[src/rtl/redwine_mlp_seq.sv]
// RedWine 11-2-6 MLP classifier, sequential form: one shared signed MAC steps through
// all 34 products (22 layer-0, 12 layer-1), then a 5-step serial argmax.
module redwine_mlp_seq (
  input  logic         clk,
  input  logic         rst,
  input  logic         in_valid,
  output logic         in_ready,
  input  logic [43:0]  inp,
  output logic         out_valid,
  input  logic         out_ready,
  output logic [119:0] predo,
  output logic [2:0]   out
);

  localparam logic [2:0] S_IDLE = 3'd0;
  localparam logic [2:0] S_L0   = 3'd1;
  localparam logic [2:0] S_L1   = 3'd2;
  localparam logic [2:0] S_ARG  = 3'd3;
  localparam logic [2:0] S_DONE = 3'd4;

  function automatic logic signed [7:0] l0_w(input logic j, input logic [3:0] k);
    logic signed [7:0] w;
    if (j) begin
      case (k)
        4'd0:    w = -8'sd23;
        4'd1:    w = 8'sd0;
        4'd2:    w = -8'sd3;
        4'd3:    w = -8'sd19;
        4'd4:    w = 8'sd6;
        4'd5:    w = -8'sd3;
        4'd6:    w = 8'sd28;
        4'd7:    w = 8'sd26;
        4'd8:    w = -8'sd13;
        4'd9:    w = -8'sd23;
        4'd10:   w = -8'sd17;
        default: w = 8'sd0;
      endcase
    end else begin
      case (k)
        4'd0:    w = -8'sd13;
        4'd1:    w = -8'sd68;
        4'd2:    w = -8'sd26;
        4'd3:    w = -8'sd23;
        4'd4:    w = -8'sd17;
        4'd5:    w = 8'sd15;
        4'd6:    w = -8'sd8;
        4'd7:    w = 8'sd30;
        4'd8:    w = -8'sd24;
        4'd9:    w = 8'sd15;
        4'd10:   w = 8'sd46;
        default: w = 8'sd0;
      endcase
    end
    return w;
  endfunction

  function automatic logic signed [19:0] l0_bias(input logic j);
    logic signed [19:0] b;
    if (j) begin
      b = 20'sd342;
    end else begin
      b = 20'sd468;
    end
    return b;
  endfunction

  function automatic logic signed [7:0] l1_w(input logic [2:0] m, input logic sel);
    logic signed [7:0] w;
    case ({m, sel})
      4'd0:    w = -8'sd75;
      4'd1:    w = 8'sd1;
      4'd2:    w = -8'sd19;
      4'd3:    w = 8'sd10;
      4'd4:    w = 8'sd2;
      4'd5:    w = 8'sd51;
      4'd6:    w = 8'sd18;
      4'd7:    w = 8'sd17;
      4'd8:    w = 8'sd30;
      4'd9:    w = -8'sd24;
      4'd10:   w = 8'sd25;
      4'd11:   w = -8'sd55;
      default: w = 8'sd0;
    endcase
    return w;
  endfunction

  function automatic logic signed [19:0] l1_bias(input logic [2:0] m);
    logic signed [19:0] b;
    case (m)
      3'd0:    b = 20'sd5452;
      3'd1:    b = 20'sd4388;
      3'd2:    b = 20'sd1284;
      3'd3:    b = 20'sd4148;
      3'd4:    b = 20'sd350;
      3'd5:    b = -20'sd5639;
      default: b = 20'sd0;
    endcase
    return b;
  endfunction

  logic [2:0]       state_q, state_d;
  logic [43:0]      inp_q, inp_d;
  logic [19:0]      acc_q, acc_d;
  logic [11:0]      h0_q, h0_d, h1_q, h1_d;
  logic [5:0][18:0] n1_q, n1_d;
  logic [3:0]       cnt_q, cnt_d;
  logic [2:0]       neu_q, neu_d;
  logic [18:0]      best_val_q, best_val_d;
  logic [2:0]       best_idx_q, best_idx_d;
  logic [2:0]       out_q, out_d;

  logic [3:0]         feat_s;
  logic signed [12:0] mac_a_s;
  logic signed [7:0]  mac_w_s;
  logic signed [19:0] prod_s;
  logic [19:0]        sum_s;
  logic [18:0]        arg_cur_s;
  logic               arg_take_s;

  assign feat_s     = inp_q[{cnt_q, 2'b00} +: 4];
  assign prod_s     = 20'(mac_a_s) * 20'(mac_w_s);
  assign sum_s      = acc_q + prod_s;
  assign arg_cur_s  = n1_q[cnt_q[2:0]];
  assign arg_take_s = (arg_cur_s >= best_val_q);

  assign in_ready  = (state_q == S_IDLE) && !rst;
  assign out_valid = (state_q == S_DONE);
  assign out       = out_q;
  assign predo     = {n1_q[0], n1_q[1], n1_q[2], n1_q[3], n1_q[4], n1_q[5]};

  // Operand selection for the shared MAC: zero-extended feature in L0, hidden value in L1.
  always_comb begin
    mac_a_s = 13'sd0;
    mac_w_s = 8'sd0;
    if (state_q == S_L1) begin
      mac_a_s = {1'b0, (cnt_q[0] ? h1_q : h0_q)};
      mac_w_s = l1_w(neu_q, cnt_q[0]);
    end else begin
      mac_a_s = {9'd0, feat_s};
      mac_w_s = l0_w(neu_q[0], cnt_q);
    end
  end

  // Control FSM and datapath next-state.
  always_comb begin
    state_d    = state_q;
    inp_d      = inp_q;
    acc_d      = acc_q;
    h0_d       = h0_q;
    h1_d       = h1_q;
    n1_d       = n1_q;
    cnt_d      = cnt_q;
    neu_d      = neu_q;
    best_val_d = best_val_q;
    best_idx_d = best_idx_q;
    out_d      = out_q;
    case (state_q)
      S_IDLE: begin
        if (in_valid) begin
          inp_d   = inp;
          acc_d   = l0_bias(1'b0);
          cnt_d   = 4'd0;
          neu_d   = 3'd0;
          state_d = S_L0;
        end else begin
          state_d = S_IDLE;
        end
      end
      S_L0: begin
        // Layer-0 accumulator is 13-bit; keep it sign-extended so the 20-bit adder wraps correctly.
        if (cnt_q == 4'd10) begin
          cnt_d = 4'd0;
          if (neu_q[0]) begin
            h1_d    = sum_s[12] ? 12'd0 : sum_s[11:0];
            acc_d   = l1_bias(3'd0);
            neu_d   = 3'd0;
            state_d = S_L1;
          end else begin
            h0_d  = sum_s[12] ? 12'd0 : sum_s[11:0];
            acc_d = l0_bias(1'b1);
            neu_d = 3'd1;
          end
        end else begin
          acc_d = {{7{sum_s[12]}}, sum_s[12:0]};
          cnt_d = cnt_q + 4'd1;
        end
      end
      S_L1: begin
        if (cnt_q[0]) begin
          n1_d[neu_q] = sum_s[19] ? 19'd0 : sum_s[18:0];
          if (neu_q == 3'd5) begin
            cnt_d      = 4'd1;
            best_val_d = n1_q[0];
            best_idx_d = 3'd0;
            state_d    = S_ARG;
          end else begin
            cnt_d = 4'd0;
            neu_d = neu_q + 3'd1;
            acc_d = l1_bias(neu_q + 3'd1);
          end
        end else begin
          acc_d = sum_s;
          cnt_d = 4'd1;
        end
      end
      S_ARG: begin
        // >= lets a later equal score win, giving the highest-index tie rule.
        if (arg_take_s) begin
          best_val_d = arg_cur_s;
          best_idx_d = cnt_q[2:0];
        end else begin
          best_val_d = best_val_q;
        end
        if (cnt_q == 4'd5) begin
          out_d   = arg_take_s ? cnt_q[2:0] : best_idx_q;
          cnt_d   = 4'd0;
          state_d = S_DONE;
        end else begin
          cnt_d = cnt_q + 4'd1;
        end
      end
      S_DONE: begin
        if (out_ready) begin
          state_d = S_IDLE;
        end else begin
          state_d = S_DONE;
        end
      end
      default: begin
        state_d = S_IDLE;
      end
    endcase
  end

  // State registers with asynchronous reset.
  always_ff @(posedge clk or posedge rst) begin
    if (rst) begin
      state_q    <= S_IDLE;
      inp_q      <= 44'd0;
      acc_q      <= 20'd0;
      h0_q       <= 12'd0;
      h1_q       <= 12'd0;
      n1_q       <= '0;
      cnt_q      <= 4'd0;
      neu_q      <= 3'd0;
      best_val_q <= 19'd0;
      best_idx_q <= 3'd0;
      out_q      <= 3'd0;
    end else begin
      state_q    <= state_d;
      inp_q      <= inp_d;
      acc_q      <= acc_d;
      h0_q       <= h0_d;
      h1_q       <= h1_d;
      n1_q       <= n1_d;
      cnt_q      <= cnt_d;
      neu_q      <= neu_d;
      best_val_q <= best_val_d;
      best_idx_q <= best_idx_d;
      out_q      <= out_d;
    end
  end

endmodule

[config.mk]
export PLATFORM = sky130hd
export DESIGN_NAME = redwine_mlp_seq
export DESIGN_NICKNAME = d
export VERILOG_FILES = /design/src/rtl/redwine_mlp_seq.sv
export SDC_FILE = /design/constraint.sdc
export NUM_CORES = 1
export LEC_CHECK = 0
export ABC_AREA = 1
export CORE_MARGIN = 1.5
export CORE_UTILIZATION = 45
export CTS_BUF_LIST = sky130_fd_sc_hd__clkbuf_16
export DETAILED_ROUTE_END_ITERATION = 8
export PLACE_DENSITY = 0.66
export REMOVE_ABC_BUFFERS = 1
export SYNTH_ARGS = -nofsm -noshare
export SYNTH_HDL_FRONTEND = slang
export SYNTH_SLANG_ARGS = --single-unit
[constraint.sdc]
create_clock -name clk -period 13.9 [get_ports clk]
set_input_delay 3.475 -clock clk [delete_from_list [all_inputs] [get_ports clk]]
set_output_delay 3.475 -clock clk [all_outputs]
set_load 0.05 [all_outputs]
Word level (Yosys, flattened, before mapping):

Memories as Yosys holds them, arrays and structs flattened.
Index checks and enable logic that the tools add are counted.

* output and inout port bits: 125
* bits in read-only memories: 384
* bits in registers: 237
* memories: 3
* latch bits: 0
* bits of input ports: 48
* bits in writable memories: 0

* mux-type cells: 46
* reductions and logical operators: 19
* order comparisons: 4
* equal/unequal tests: 21
* bitwise operators: 1
* shift-type cells: 1
* divide/modulo/power cells: 0
* $add $sub $neg: 3
* multipliers: 1

Memory list
* (name not given): depth 16, width 8, read ports 1, clocked after Yosys merged registers in 0, wr ports 0, line 69 `case ({m, sel})`
* (name not given): depth 16, width 8, read ports 1, clocked after Yosys merged registers in 0, wr ports 0, line 24 `case (k)`
* (name not given): depth 16, width 8, read ports 1, clocked after Yosys merged registers in 0, wr ports 0, line 39 `case (k)`

Operators with widths (count)
* 20-bit one-hot mux with 6 select lines: 1
* 114-bit bitwise mux: 1
* 19-bit 2-to-1 mux: 6
* 20-bit 2-to-1 mux: 4
* 20-bit one-hot mux with 3 select lines: 1
* 19-bit binary-select mux with 3-bit select: 1
* 19-bit demux with 3-bit select: 1
* 44-bit by 7-bit indexed part select with 4-bit output: 1
* 3-bit 2-to-1 mux: 13
* 19-bit one-hot mux with 2 select lines: 1
* 12-bit 2-to-1 mux: 3
* 20-bit adder: 1
* 13-bit by 8-bit multiplier with 20-bit output: 1
* 19-bit greater-or-equal comparator: 1
* 4-bit 2-to-1 mux: 4
* 8-bit 2-to-1 mux: 2
* 4-bit one-hot mux with 4 select lines: 1
* 3-bit one-hot mux with 5 select lines: 1
* 2-bit != test, second input constant: 7
* 13-bit 2-to-1 mux: 1
* 3-bit by 2-bit equality test with 1-bit output, second input constant: 4
* 3-bit equality test, second input constant: 4
* 3-bit AND reduction: 4
* 5-bit AND reduction: 2
* 21 further kinds: 30

Depth between registers and ports, before layout:

Gate-level depths: netlist of the first run.
An unclocked memory read counts as a cell.

* depth in word-level cells: 7
* gate-level depth with buffers: 36
* depth with buffers taken out: 33

Worst setup path before layout of the first run:

No wires, ideal clock.

* path type: input-to-output
* start: input rst
* end: output in_ready
* buffers on the path: 0
* arrival: 4551 ps
* stages: 1
* setup slack: 5874 ps
* required time: 10425 ps
* path through: nor3_1

* word-level cells in the longest chain between the ends: 2

Ends and longest elaborated chain
* from (decl): line 5 `input logic rst,`
* 1-bit zero test (no line)
* 1-bit logical AND: line 126 `assign in_ready = (state_q == S_IDLE) && !rst;`
* to (decl): line 7 `output logic in_ready,`

No other way between the ends.

Worst setup path in the final report of the first run:

Ends and elaborated chain as after synthesis.

==> results_dict.tcl, run 1 <==
set metrics [dict create \
    min_from "best_idx_q[0]$_DFFE_PP0P_" \
    fin_area_sq_um 19190 \
    floorplan.core_area_sq_um 35740 \
    async_flop_share 1.000 \
    dieArea_sq_um 37590 \
    synth_cells 2022 \
    syn_to_final_growth_pct 17.03 \
    drtPass1Iterations 7 \
    cts_resized 0 \
    grt_pass1_wl_microns 77380 \
    grt_max_degree 104 \
    startpoint "rst" \
    max_slew_margin 0.2750 \
    r2r_cells 29 \
    start_util 0.4587 \
    reg2reg_setup_slack_ns 5.55 \
    cts.reportedPaths.clkPinSlew_ns 0.06 \
    cts-root-buf "clkbuf_16" \
    synthAdderAreaFrac 0.1613 \
    highest_layer "met4" \
    nNetsFinal 2358 \
    via_count 14120 \
    period_share 0.6112 \
    num_antenna_cells 0 \
    fin_skew_ns 0.01863 \
    critPathCaptureType "output port" \
    r2r-start "cnt_q[0]$_DFFE_PP0P_" \
    layout_commonest_cell "nand2_1" \
    ys_seq_area_frac 0.3617 \
    yosys_warnings 0 \
    cts_sinks 237 \
    grt.overflow.total 0 \
    routed_wl_microns 46870 \
    setup_viol 0 \
    rows 69 \
    viasPerCell 5.374 \
    cts_tree "yes" \
    critPathLaunchType "input port" \
    rsz0062_at_grt "false" \
    mostFrequentLayoutCells "nand2_1, inv_1, dfrtp_1" \
    synth_compound_gate_area_share 0.1554 \
    worstSkewPairLatency_ns 0.57 \
    status "finished, violations left" \
    final-hold-violation-count 0 \
    io_buffers 166 \
    setup_tns_ns 0 \
    drv_slew 0 \
    drive_gt1_frac 0.08587 \
    synth-seq-cells 237 \
    synth_edf_count 0 \
    met1_length_microns 20180 \
    post_cts_buffers 0 \
    violations "design-rule violations" \
    grt_pass1_vias 14360 \
    synth.avg_cell_area_sq_um 8.109 \
    cp_data_arrival_time_ns 5.02 \
    hold_class "reg -> reg" \
    routedWlPerCell_microns 17.84 \
    tightest_slew_ns 1.086 \
    place_area_sq_um 18350 \
    place.gp.congestion 0.9478 \
    wl_met3_microns 3163 \
    synth-xor-area-share 0.006944 \
    die_w_microns 193.9 \
    crit_fanout 2 \
    hold_buffers 0 \
    hold_path_depth 2 \
    critPathRequiredTime_ns 10.43 \
    r2r-end "predo[12]$_DFFE_PP0P_" \
    place_hpwl_microns 34120 \
    die-height_microns 193.9 \
    muxShareOfSynthArea 0.02060 \
    drc 19 \
    setup.worst_path.class "in -> out" \
    synth_top_family_by_area "simple AND/OR/NAND/NOR gates" \
    wl_met2_microns 22560 \
    synth-simple-area-share 0.2057 \
    fill_cells 3329 \
    ios 173 \
    drt_iter0_markers 1315 \
    htree_levels 1 \
    timing.hold.ws_ns 0.4838 \
    ys_types 54 \
    cts_buffer_depth 3 \
    ant_nets 0 \
    synth_area_sq_um 16400 \
    grt_usage 0.2550 \
    period_needed_ns 8.496 \
    cts_made_buffers 27 \
    antenna_found_initial 0 \
    maxCapViolations 0 \
    hold_end "best_idx_q[0]$_DFFE_PP0P_" \
    fmax_mhz 117.7 \
    ys.flop_type "dfrtp_1" \
]
flip-flops by register name, indices dropped and copies added, names as in the netlist:
| register | flops |
|---|---|
| best_idx_q | 3 |
| neu_q | 3 |
| predo | 114 |
| inp_q | 44 |
| h0_q | 12 |
| acc_q | 20 |
| state_q | 3 |
| h1_q | 12 |
| cnt_q | 4 |
| best_val_q | 19 |
| out | 3 |
cell families (layout without fill, tap and decap cells):
family,count (synthesis),count (layout)
buffers and inverters,353,492
other,1,6
XOR/XNOR,13,13
AO/OA/AOI/OAI,450,450
multiplexers,30,30
AND/OR/NAND/NOR,774,774
flip-flops,237,237
adder cells (fa/ha/maj),164,164
how the worst max path moves through the flow:
stage | cells after the start | endpoint
finish | 3 | in_ready
global route | 30 | predo[65]$_DFFE_PP0P_
CTS | 3 | in_ready
detailed placement | 3 | in_ready
global placement | 3 | in_ready
floorplan | 1 | acc_q[0]$_DFFE_PP0P_
stage by stage:
stage / worst slack, ns / util / instances
2_1_floorplan: 3.922 / - / 1932
3_3_place_gp: 5.378 / 0.5134 / 2578
3_5_place_dp: 5.398 / 0.5134 / 2578
4_1_cts: 5.403 / 0.5369 / 2627
5_1_grt: 5.186 / 0.5369 / 2627
6_report: 5.404 / 0.5369 / 2627
cell type report:
type | instances | area, sq um | share of cell area
multi-input cells | 1437 | 9057 | 0.4720
flip-flops and latches | 237 | 5933 | 0.3092
repair buffers | 185 | 1804 | 0.09403
inverters | 258 | 978.4 | 0.05099
clock buffers | 27 | 675.6 | 0.03521
well taps | 461 | 576.8 | 0.03006
clock inverters | 22 | 162.7 | 0.008477
per-layer routing:
metal | GRT usage | vias up
met4 | 0.06192 | 0
met1 | 0.3388 | 6763
met5 | 0 | -
li1 | - | 6793
met3 | 0.03131 | 71
met2 | 0.4439 | 491
synth_stat cells (4+ instances only):
| cell type | number | share of area |
|---|---|---|
| and2_1 | 4 | 0.0015 |
| nor2_1 | 160 | 0.037 |
| nor2_2 | 5 | 0.0019 |
| xor2_1 | 11 | 0.0059 |
| o21ai_0 | 211 | 0.064 |
| buf_2 | 25 | 0.0076 |
| inv_2 | 8 | 0.0018 |
| nand2_1 | 480 | 0.11 |
| buf_4 | 6 | 0.0027 |
| o221ai_1 | 4 | 0.0021 |
| nand3_1 | 67 | 0.020 |
| mux2_2 | 30 | 0.021 |
| o21ai_1 | 54 | 0.016 |
| inv_1 | 246 | 0.056 |
| o22ai_1 | 16 | 0.0061 |
| a22oi_1 | 5 | 0.0023 |
| nand2_2 | 9 | 0.0034 |
| o211ai_1 | 8 | 0.0037 |
| nand3_4 | 16 | 0.017 |
| buf_1 | 9 | 0.0021 |
| clkbuf_1 | 49 | 0.011 |
| o21ai_2 | 42 | 0.022 |
| ha_1 | 85 | 0.065 |
| nand4_1 | 10 | 0.0038 |
| buf_6 | 4 | 0.0027 |
| dfrtp_1 | 237 | 0.36 |
| a21oi_1 | 89 | 0.027 |
| nor3_1 | 10 | 0.0031 |
| fa_1 | 79 | 0.096 |
critical path, stage by stage:
cell and delay [ns]:
clkdlybuf4s50_1 0.51, nor3_1 0.20, clkdlybuf4s50_1 0.83
Power of run 1 is not shown: default switching activity piles up to over one toggle a cycle in this logic, so the estimate is an artifact.
==> inputs of run 2 (changes only) <==
Clock period 13.9 ns to 8.3 ns, I/O delays scaled along.
==> results_dict.tcl, run 2 (synthesis gave the netlist of run 1 again) <==
set metrics [dict create \
    status "finished, violations left" \
    violations "design-rule violations" \
    cts.reportedPaths.clkPinSlew_ns 0.06 \
    setup.worst_path.class "reg -> reg" \
    drive_gt1_frac 0.08832 \
    rows 69 \
    fin_skew_ns 0.03441 \
    via_count 14300 \
    drc 19 \
    final-hold-violation-count 0 \
    met1_length_microns 21100 \
    grt_pass1_vias 14130 \
    layout_commonest_cell "nand2_1" \
    mostFrequentLayoutCells "nand2_1, inv_1, dfrtp_1" \
    rsz0062_at_grt "false" \
    ios 173 \
    wl_met2_microns 22730 \
    cts_buffer_depth 3 \
    period_share 0.9041 \
    grt.overflow.total 0 \
    ant_nets 0 \
    post_cts_buffers 0 \
    hold_class "reg -> reg" \
    io_buffers 166 \
    cts_tree "yes" \
    num_antenna_cells 0 \
    antenna_found_initial 0 \
    die_w_microns 193.9 \
    place_ws_ns 0.8925 \
    dieArea_sq_um 37590 \
    setup_viol 0 \
    crit_fanout 23 \
    start_util 0.4587 \
    htree_levels 1 \
    cts_sinks 237 \
    fin_area_sq_um 19220 \
    place_hpwl_microns 35230 \
    floorplan.core_area_sq_um 35740 \
    die-height_microns 193.9 \
    routed_wl_microns 48210 \
    period_needed_ns 7.504 \
    cts_resized 0 \
    fin_cells 2635 \
    nNetsFinal 2365 \
    fin_util 0.5378 \
    place.gp.congestion 0.9566 \
    cts-root-buf "clkbuf_16" \
    place_area_sq_um 18400 \
    worstSkewPairLatency_ns 0.57 \
    viasPerCell 5.425 \
    grt_max_degree 111 \
    r2r_cells 26 \
    fill_cells 3349 \
    max_slew_margin 0.2585 \
    critPathLaunchType "flip-flop" \
    grt_usage 0.2580 \
    critPathRequiredTime_ns 8.74 \
    cp_data_arrival_time_ns 7.95 \
    maxCapViolations 0 \
    drv_slew 0 \
    drt_iter0_markers 1294 \
    hold_buffers 0 \
    cts_made_buffers 27 \
    place_inst 2585 \
    hold_path_depth 2 \
    wl_met3_microns 2911 \
    largest_register_ffs 114 \
    highest_layer "met4" \
    setup_slack_ns 0.7961 \
    drtPass1Iterations 8 \
    fmax_mhz 133.3 \
    grt_pass1_wl_microns 77810 \
    critPathCaptureType "flip-flop" \
    tightest_slew_ns 1.111 \
    syn_to_final_growth_pct 17.24 \
    routedWlPerCell_microns 18.30 \
]
==> run 2: cell count changes in the layout (fill, tap and decap cells not counted) <==
cell,previous run,this run
inv_6,1,2
clkinv_1,11,10
buf_4,19,26
clkinv_2,5,4
inv_1,250,253
bufinv_16,2,1
==> run 2: metal layers <==
metal | global-route usage | vias up
met3 | 0.03479 | 98
li1 | - | 6806
met5 | 0 | -
met4 | 0.08738 | 0
met2 | 0.4237 | 528
met1 | 0.3523 | 6864
==> run 2: worst paths after layout <==
check	startpoint	slack, ns	end
max	cnt_q[1]$_DFFE_PP0P_	0.80	predo[50]$_DFFE_PP0P_
min	acc_q[10]$_DFFE_PP0P_	0.48	acc_q[10]$_DFFE_PP0P_
max reg2reg	cnt_q[1]$_DFFE_PP0P_	0.80	predo[50]$_DFFE_PP0P_
min reg2reg	acc_q[10]$_DFFE_PP0P_	0.48	acc_q[10]$_DFFE_PP0P_
max in group asynchronous	rst	4.70	predo[75]$_DFFE_PP0P_
min in group asynchronous	rst	2.13	predo[10]$_DFFE_PP0P_
==> run 2: area by class of cell <==
class                   instances  area (sq um)  share of cell area
well taps                     461         576.8             0.03001
flip-flops and latches        237          5933              0.3087
multi-input cells            1437          9057              0.4712
inverters                     258         978.4             0.05090
clock buffers                  27         675.6             0.03515
clock inverters                23         143.9            0.007486
repair buffers                192          1857             0.09660
==> run 2: critical path: stages (launching register included) <==
cell,delay [ns]
dfrtp_2,0.64
inv_1,0.08
buf_4,0.24
ha_1,0.35
nand2_1,0.12
nand2_1,0.08
nand2_1,0.08
a211oi_1,0.04
o22ai_1,0.63
inv_1,0.34
nand2_1,0.13
inv_1,0.06
fa_1,0.56
fa_1,0.46
fa_1,0.52
fa_1,0.49
ha_1,0.31
ha_1,0.38
nand2_2,0.12
inv_1,0.07
a21oi_2,0.17
nand2_2,0.10
a21oi_4,0.24
inv_2,0.09
nand3_4,0.41
nand3_1,0.33
o21ai_0,0.28
==> run 2: through the flow <==
step	hold WS [ns]	setup TNS (ns)
5_1_grt	0.4901	0
3_3_place_gp	0.4642	0
2_1_floorplan	0.4488	-65.90
4_1_cts	0.4828	0
3_5_place_dp	0.4651	0
6_report	0.4770	0
Power of run 2 is left out for the same reason.
